<file path="src/rtl/period_scheduler.sv">
// period_scheduler: walks a class-period table against time of day and runs the end-of-period seat-clear handshake.
// Optional macro PERIOD_WARN_EN adds the registered ending-soon warning.
module period_scheduler #(
  parameter int NUM_PERIODS = 8,
  parameter int WARN_MIN = 5
) (
  input  logic        clk,
  input  logic        rst_n,
  input  logic        sched_en,
  input  logic        tick,
  input  logic [4:0]  hour,
  input  logic [5:0]  minute,
  input  logic        cfg_we,
  input  logic [2:0]  cfg_idx,
  input  logic [10:0] cfg_start,
  input  logic [5:0]  cfg_len,
  input  logic        clear_ack,
  output logic        clear_req,
  output logic        period_active,
  output logic [2:0]  period_idx,
  output logic        warn,
  output logic        cfg_err
);
  localparam int IW = (NUM_PERIODS > 1) ? $clog2(NUM_PERIODS) : 1;
  localparam logic [IW-1:0] LAST = IW'(NUM_PERIODS - 1);
  typedef enum logic [2:0] {IDLE, WAIT, ACTIVE, CLEAR, DONE} state_t;
  state_t state, state_d;
  logic [IW-1:0] idx, idx_d;
  logic [5:0] elapsed, elapsed_d;
  logic [10:0] start_tab [NUM_PERIODS];
  logic [5:0] len_tab [NUM_PERIODS];
  logic [10:0] now, cur_start;
  logic [5:0] cur_len;
  logic [11:0] cur_end;
  logic last, wr_hit;
  assign now = {hour, 6'b0} - {4'b0, hour, 2'b0} + {5'b0, minute};
  assign cur_start = start_tab[idx];
  assign cur_len = len_tab[idx];
  assign cur_end = {1'b0, cur_start} + {6'b0, cur_len};
  assign last = idx == LAST;
  assign wr_hit = cfg_we && cfg_idx[IW-1:0] == idx && (state == ACTIVE || state == CLEAR);
  assign clear_req = state == CLEAR;
  assign period_active = state == ACTIVE;
  assign period_idx = 3'(idx);
  always_comb begin
    state_d = state;
    idx_d = idx;
    elapsed_d = elapsed;
    case (state)
      IDLE: if (sched_en) begin
        state_d = WAIT;
        idx_d = '0;
      end
      WAIT: if (!sched_en) state_d = IDLE;
      else if (cur_len == 6'd0 || {1'b0, now} >= cur_end) begin
        state_d = last ? DONE : WAIT;
        idx_d = last ? idx : idx + IW'(1);
      end else if (now >= cur_start) begin
        state_d = ACTIVE;
        elapsed_d = 6'(now - cur_start);
      end
      ACTIVE: if (!sched_en) state_d = IDLE;
      else if (elapsed == cur_len) state_d = CLEAR;
      else if (tick) elapsed_d = elapsed + 6'd1;
      // the handshake always completes before a disable takes effect
      CLEAR: if (clear_ack) begin
        state_d = !sched_en ? IDLE : last ? DONE : WAIT;
        idx_d = (!sched_en || last) ? idx : idx + IW'(1);
      end
      DONE: if (!sched_en) state_d = IDLE;
      else if (tick && now == 11'd0) begin
        state_d = WAIT;
        idx_d = '0;
      end
      default: state_d = IDLE;
    endcase
  end
  always_ff @(posedge clk or negedge rst_n) begin
    if (!rst_n) begin
      state <= IDLE;
      idx <= '0;
      elapsed <= '0;
      cfg_err <= 1'b0;
      for (int i = 0; i < NUM_PERIODS; i++) begin
        start_tab[i] <= '0;
        len_tab[i] <= '0;
      end
    end else begin
      state <= state_d;
      idx <= idx_d;
      elapsed <= elapsed_d;
      cfg_err <= wr_hit;
      if (cfg_we && !wr_hit) begin
        start_tab[cfg_idx[IW-1:0]] <= cfg_start;
        len_tab[cfg_idx[IW-1:0]] <= cfg_len;
      end
    end
  end
`ifdef PERIOD_WARN_EN
  // computed from next state so warn lines up with the elapsed count it reflects
  logic [5:0] remain_d;
  assign remain_d = cur_len - elapsed_d;
  always_ff @(posedge clk or negedge rst_n) begin
    if (!rst_n) warn <= 1'b0;
    else warn <= state_d == ACTIVE && {1'b0, remain_d} <= 7'(WARN_MIN);
  end
`else
  assign warn = 1'b0;
`endif
endmodule

</file>
<file path="config.mk">
export PLATFORM = sky130hd
export DESIGN_NAME = period_scheduler
export DESIGN_NICKNAME = d
export VERILOG_FILES = /design/src/rtl/period_scheduler.sv
export SDC_FILE = /design/constraint.sdc
export NUM_CORES = 1
export LEC_CHECK = 0
export ABC_AREA = 1
export BUFFER_PORTS_ARGS = -buffer_cell sky130_fd_sc_hd__buf_2
export CORE_MARGIN = 8
export CORE_UTILIZATION = 62
export DETAILED_ROUTE_END_ITERATION = 12
export GPL_TIMING_DRIVEN = 0
export PLACE_DENSITY = 0.81
export RECOVER_POWER = 100
export SKIP_LAST_GASP = 1
export SYNTH_ARGS = -nofsm -noshare
export SYNTH_HDL_FRONTEND = slang
export SYNTH_SLANG_ARGS = --single-unit
</file>
<file path="constraint.sdc">
create_clock -name clk -period 5.2 [get_ports clk]
set_input_delay 1.04 -clock clk [delete_from_list [all_inputs] [get_ports clk]]
set_output_delay 1.04 -clock clk [all_outputs]
set_load 0.02 [all_outputs]
</file>
==> Word-level counts from Yosys, hierarchy flattened <==
Cells that the tools add are included.
{ "word_totals": {"ff_bits": 149, "inputBits": 37, "out_inout_bits": 7} }
{ "classes": {"n_addsub": 6, "magnitude_cmp": 5, "eq_ne": 23, "n_mux": 40, "bitwise_logic": 2, "n_reduce_logical": 18} }
{ "op_table": {"columns": ["operator", "n"], "rows": [
  ["bitwise mux 88 bit", 1],
  ["2-to-1 mux 3 bit", 19],
  ["2-to-1 mux 6 bit", 9],
  ["bitwise mux 48 bit", 1],
  ["binary-select mux 11 bit (select 3 bit)", 1],
  ["demux 11 bit (select 3 bit)", 1],
  ["2-to-1 mux 11 bit", 3],
  ["!= test 2 bit, second input constant", 13],
  ["binary-select mux 6 bit (select 3 bit)", 1],
  ["demux 6 bit (select 3 bit)", 1],
  ["one-hot mux 3 bit (5 select lines)", 1],
  ["adder 11 x 6 -> 12 bit", 1],
  ["greater-or-equal comparator 11 x 12 -> 1 bit", 1],
  ["one-hot mux 3 bit (4 select lines)", 1],
  ["one-hot mux 6 bit (2 select lines)", 1],
  ["adder 11 x 6 -> 11 bit", 1],
  ["greater-or-equal comparator 11 bit", 1],
  ["zero test 11 bit", 1],
  ["subtractor 11 x 7 -> 11 bit", 1],
  ["AND reduction 9 bit", 1],
  ["greater-or-equal comparator 4 bit, second input constant", 2],
  ["inverter 3 -> 4 bit", 2],
  ["AND reduction 7 bit", 1],
  ["adder 6 x 1 -> 6 bit, second input constant", 1],
  ["other kinds (19)", 28]
]} }

==> Depth between registers and ports, before layout <==
{ "logic_depth": {"depth_word": 10, "depth_mapped": 33} }

==> Worst setup path before layout <==
Ideal clock, no wire load.
{ "synth_path": {"path_type": "register to register", "startpoint": "register idx[0], in the netlist period_idx[0]", "endpoint": "register elapsed[2]", "t_arrival_ns": 4.005, "path_slack_ns": 1.068, "stages_incl_launch_ff": 31, "n_path_buf": 4, "period_less_slack_ns": 4.132, "path_cell_list": "dfrtp_1 > buf_6 > inv_6 > buf_6 > buf_6 > clkbuf_1 > nor2_1 > o22ai_1 > inv_1 > o21ai_0 > fa_1 > a21oi_1 > nor2_1 > nor2_1 > o21bai_1 > a21oi_1 > or3_1 > xor2_1 > ha_1 > nand2_1 > inv_1 > nand2_1 > nand2_1 > nand2_1 > nand2_1 > nand2_2 > nand2_2 > nand2_4 > nand2_4 > nand2_1 > o21ai_0"} }
{ "synth_via": {"elab_chain_cells": 9, "word_cells_on_any_way": 22, "classes_between": "add/sub: 2; order compare: 2; eq/ne: 4; mux: 10; bitwise: 1; reduce/logical: 3"} }
{ "synth_rtl": {"columns": ["item", "line_no", "text"], "rows": [
  ["start: declaration", "28", "logic [IW-1:0] idx, idx_d;"],
  ["start signal: assignment", "90", "idx <= idx_d;"],
  ["inverter 3 -> 4 bit (not written as such) *", "37, 38", null],
  ["binary-select mux 11 bit (select 3 bit) / binary-select mux 6 bit (select 3 bit) (equally long branches)", "37, 38", null],
  ["2-to-1 mux 11 bit (not written as such) / 2-to-1 mux 6 bit (equally long branches) (2 in series)", "37, 38", null],
  ["adder 11 x 6 -> 12 bit / subtractor 6 bit (equally long branches)", "39, 60", null],
  ["greater-or-equal comparator 11 x 12 -> 1 bit / 2-to-1 mux 6 bit (equally long branches)", "55, 58", null],
  ["logical OR 1 bit / 2-to-1 mux 6 bit (equally long branches)", "55", "else if (cur_len == 6'd0 || {1'b0, now} >= cur_end) begin"],
  ["!= test 2 bit (no line) / 2-to-1 mux 6 bit (equally long branches)", null, null],
  ["AND reduction 7 bit (no line) / one-hot mux 6 bit (2 select lines) (equally long branches)", null, null],
  ["end signal: assignment", "91", "elapsed <= elapsed_d;"],
  ["end: declaration", "29", "logic [5:0] elapsed, elapsed_d;"]
]} }
Every way passes the cells marked *; elsewhere a longest branch is shown, timed or not. The select of a mux whose other input is x is not followed.
A chain may end at the register's enable or synchronous reset.

==> Worst setup path after layout <==
{ "layout_path": {"startpoint": "register idx[0], in the netlist period_idx[0]", "endpoint": "register elapsed[1]"} }
The elaborated chain is that of the path after synthesis.

==> flow_summary.ini <==
[cts]
cts_buffers = 17
cts_tree = done
ctsResizeCount = 0
post_cts_buffers = 0
cts.htree.levels = 4
clkLatencyLatePin_ns = 0.42
cts-root-buf = clkbuf_16
hold_buffers = 0
clk_pin_slew_worst_paths_ns = 0.06
clockBufferDepth = 2
cts.sinks = 149

[layout]
drive_above_1_share = 0.0898
syn2layout_area_growth_pct = 11.8
antenna_cells = 0
register_area_sq_mm = 0.00373
finish.utilization = 0.711
multi_input_area_sq_mm = 0.00403
nFillCells = 1116
final_nets = 1232

[sta]
slew_headroom = -0.707
timing.fmax_ghz = 0.209
fin_crit_ns = 4.77
worst_slew_pin_slew_ns = 2.56
rsz0062_at_grt = false
hold_viol_final = 0
setup_viol_count_final = 0
finClkSkew_ns = 0.00552
fin_crit_sh = 0.918
drv_slew = 50
holdWs_ns = 0.479
setup_tns_ns = 0

[global_route]
grtUsageMet1 = 0.358
met2_usage = 0.452
use_met3 = 0.0643
grt_overflow = 0
antenna_found_initial = 0
grt_pass1_wl_um = 39700
grt_max_degree = 102
grt_pass1_vias = 7759
grt_use_total = 0.283
busiest_layer = met2

[synth]
synth_area_sq_mm = 0.00842
synthDominantCellAreaShare = 0.443
ys_warn_count = 0
synth_area_leader_cell = dfrtp_1
seq_area_frac_synth = 0.443
synth_top_flop_cell = dfrtp_1
postSynth.asyncResetShare = 1.00
synth_edf_count = 0
synth_nets = 1172
ys_ff_latch = 149
synth_cell_types = 44
avgSynthCellArea_sq_um = 7.69
yosys-top-cells-area = dfrtp_1, o21ai_0, nand2_1
netlist_instances = 1096

[drt]
num_vias = 8000
drt_wl_total_um = 24400
drtPass1Iterations = 7
drtAntennaViolNets = 0
viasPerCell = 5.95
drc = 0
drt_iter0_drc = 953
post_drt_wl_per_cell_um = 18.1

[pwr]
leakage_uw = 0.00472
powerDensity_mw_per_mm2 = 607
irDropWorstVdd_uv = 302

[status]
violations = max-capacitance violations, max-slew violations
status = complete, but fails checks

[worst_setup_path]
critPathRequiredTime_ns = 5.54
end_kind = register
cp.arrival_ns = 5.12
critPathLaunchType = register
critical_path_buf_inv_count = 8
critPathSlowestCell = clkbuf_1
worstPathMaxFanout = 10
path_delay_family = simple AND/OR/NAND/NOR gates
crit_top_cell = nand2_1
max_stage_delay_ns = 0.43
critPathKind = reg2reg

[floorplan]
num_rows = 42
die_width_um = 133
coreArea_sq_mm = 0.0132
die-area_sq_mm = 0.0176
io-pin-count = 44
floorplan.initialDensity = 0.636
fp.dieH_um = 133

[placed_design]
numPortBuffers = 42
globalplace.congestion = 0.906
hpwl_um = 16900

[flow_run]
max_cap_violations = 1

[min_path]
hp-class = reg2reg
-- final timing paths --
check,cells past startpoint,to,slack [ns],from
min in group asynchronous,1,start_tab[4],1.42,rst_n
worst min-delay path,2,len_tab[39],0.48,len_tab[39]
max in group asynchronous,2,start_tab[76],1.15,rst_n
worst min register to register,2,len_tab[39],0.48,len_tab[39]
worst max register to register,32,elapsed[1],0.43,period_idx[0]
worst max-delay path,32,elapsed[1],0.43,period_idx[0]
-- state kept, by name (all words and copies together), names as in the netlist --
| signal | cells |
|---|---|
| start_tab | 88 |
| len_tab | 48 |
| state | 3 |
| period_idx | 3 |
| elapsed | 6 |
| cfg_err | 1 |
-- placed cells by master (no fill, tap or decap), types with 8 or more instances in the layout --
| cell type | netlist | routed |
|---|---|---|
| nand2_1 | 256 | 256 |
| o21ai_0 | 224 | 223 |
| dfrtp_1 | 149 | 149 |
| nor2_1 | 132 | 132 |
| inv_1 | 96 | 96 |
| buf_2 | 22 | 47 |
| nand3_1 | 37 | 37 |
| ha_1 | 37 | 37 |
| clkbuf_1 | 16 | 30 |
| o22ai_1 | 20 | 20 |
| a21oi_1 | 17 | 17 |
| clkbuf_16 | 0 | 17 |
| nand4_1 | 13 | 13 |
| xor2_1 | 12 | 12 |
| nor3_1 | 8 | 8 |
-- power by group --
part           switching, uW  leakage [uW]  total [uW]  internal, uW
clock                    482      0.000290        1250           766
sequential               165       0.00188        1580          1410
combinational           1850       0.00256        2890          1050
total                   2490       0.00472        5720          3220
-- layout make-up --
type,instances,share of cell area
plain buffers,48,0.0274
clock buffers,20,0.0474
clock inverters,12,0.0165
inverters,98,0.0396
multi-input cells,799,0.428
flip-flops and latches,149,0.396
well taps,176,0.0234
repair buffers,43,0.0220
-- cells by family after synthesis --
family,synth area share
buffers and inverters,0.0766
xor gates and xnor gates,0.0187
adders and majority gates,0.0597
other,0.000445
and+or+nand+nor,0.222
AOI/OAI and AO/OA,0.178
DFF,0.443
muxes,0.00119
-- cells in the mapped netlist, types with 2 or more instances --
| library cell | count |
|---|---|
| o21a_1 | 2 |
| o21ai_2 | 3 |
| ha_1 | 37 |
| dfrtp_1 | 149 |
| fa_1 | 2 |
| o21bai_1 | 2 |
| buf_6 | 4 |
| nand3_1 | 37 |
| o2111ai_1 | 2 |
| nor3_1 | 8 |
| nor2_1 | 132 |
| o21ai_1 | 2 |
| inv_1 | 96 |
| o22ai_1 | 20 |
| nand2_1 | 256 |
| clkbuf_1 | 16 |
| nand3b_1 | 3 |
| a31oi_1 | 2 |
| nand2_4 | 2 |
| buf_2 | 22 |
| buf_4 | 7 |
| nand4_1 | 13 |
| xnor2_1 | 6 |
| o211ai_1 | 2 |
| o21ai_0 | 224 |
| xor2_1 | 12 |
| nand2_2 | 2 |
| a21oi_1 | 17 |
-- per-stage QoR --
| stage | total power, uW | std cells | area, sq um | setup slack [ns] |
|---|---|---|---|---|
| 5_1_grt | 6170 | 1345 | 9420 | 0.0320 |
| 2_1_floorplan | 3690 | 1096 | 8420 | 1.07 |
| 3_5_place_dp | 4430 | 1315 | 8890 | 0.266 |
| 6_report | 5720 | 1345 | 9420 | 0.427 |
| 3_3_place_gp | 4340 | 1314 | 8850 | 0.274 |
| 4_1_cts | 5690 | 1347 | 9490 | 0.216 |
-- per-layer routing --
metal	wire length, um	vias up
li1	-	3730
met1	9700	3745
met2	11300	442
met3	2500	83
met4	935	0
met5	0	-
-- tightest hold or removal path, cell delays in order (launching register included) --
cell and delay, ns:
dfrtp_1 0.34, nand2_1 0.05, o21ai_0 0.06
No activity file was read; power rests on OpenSTA's default activity.
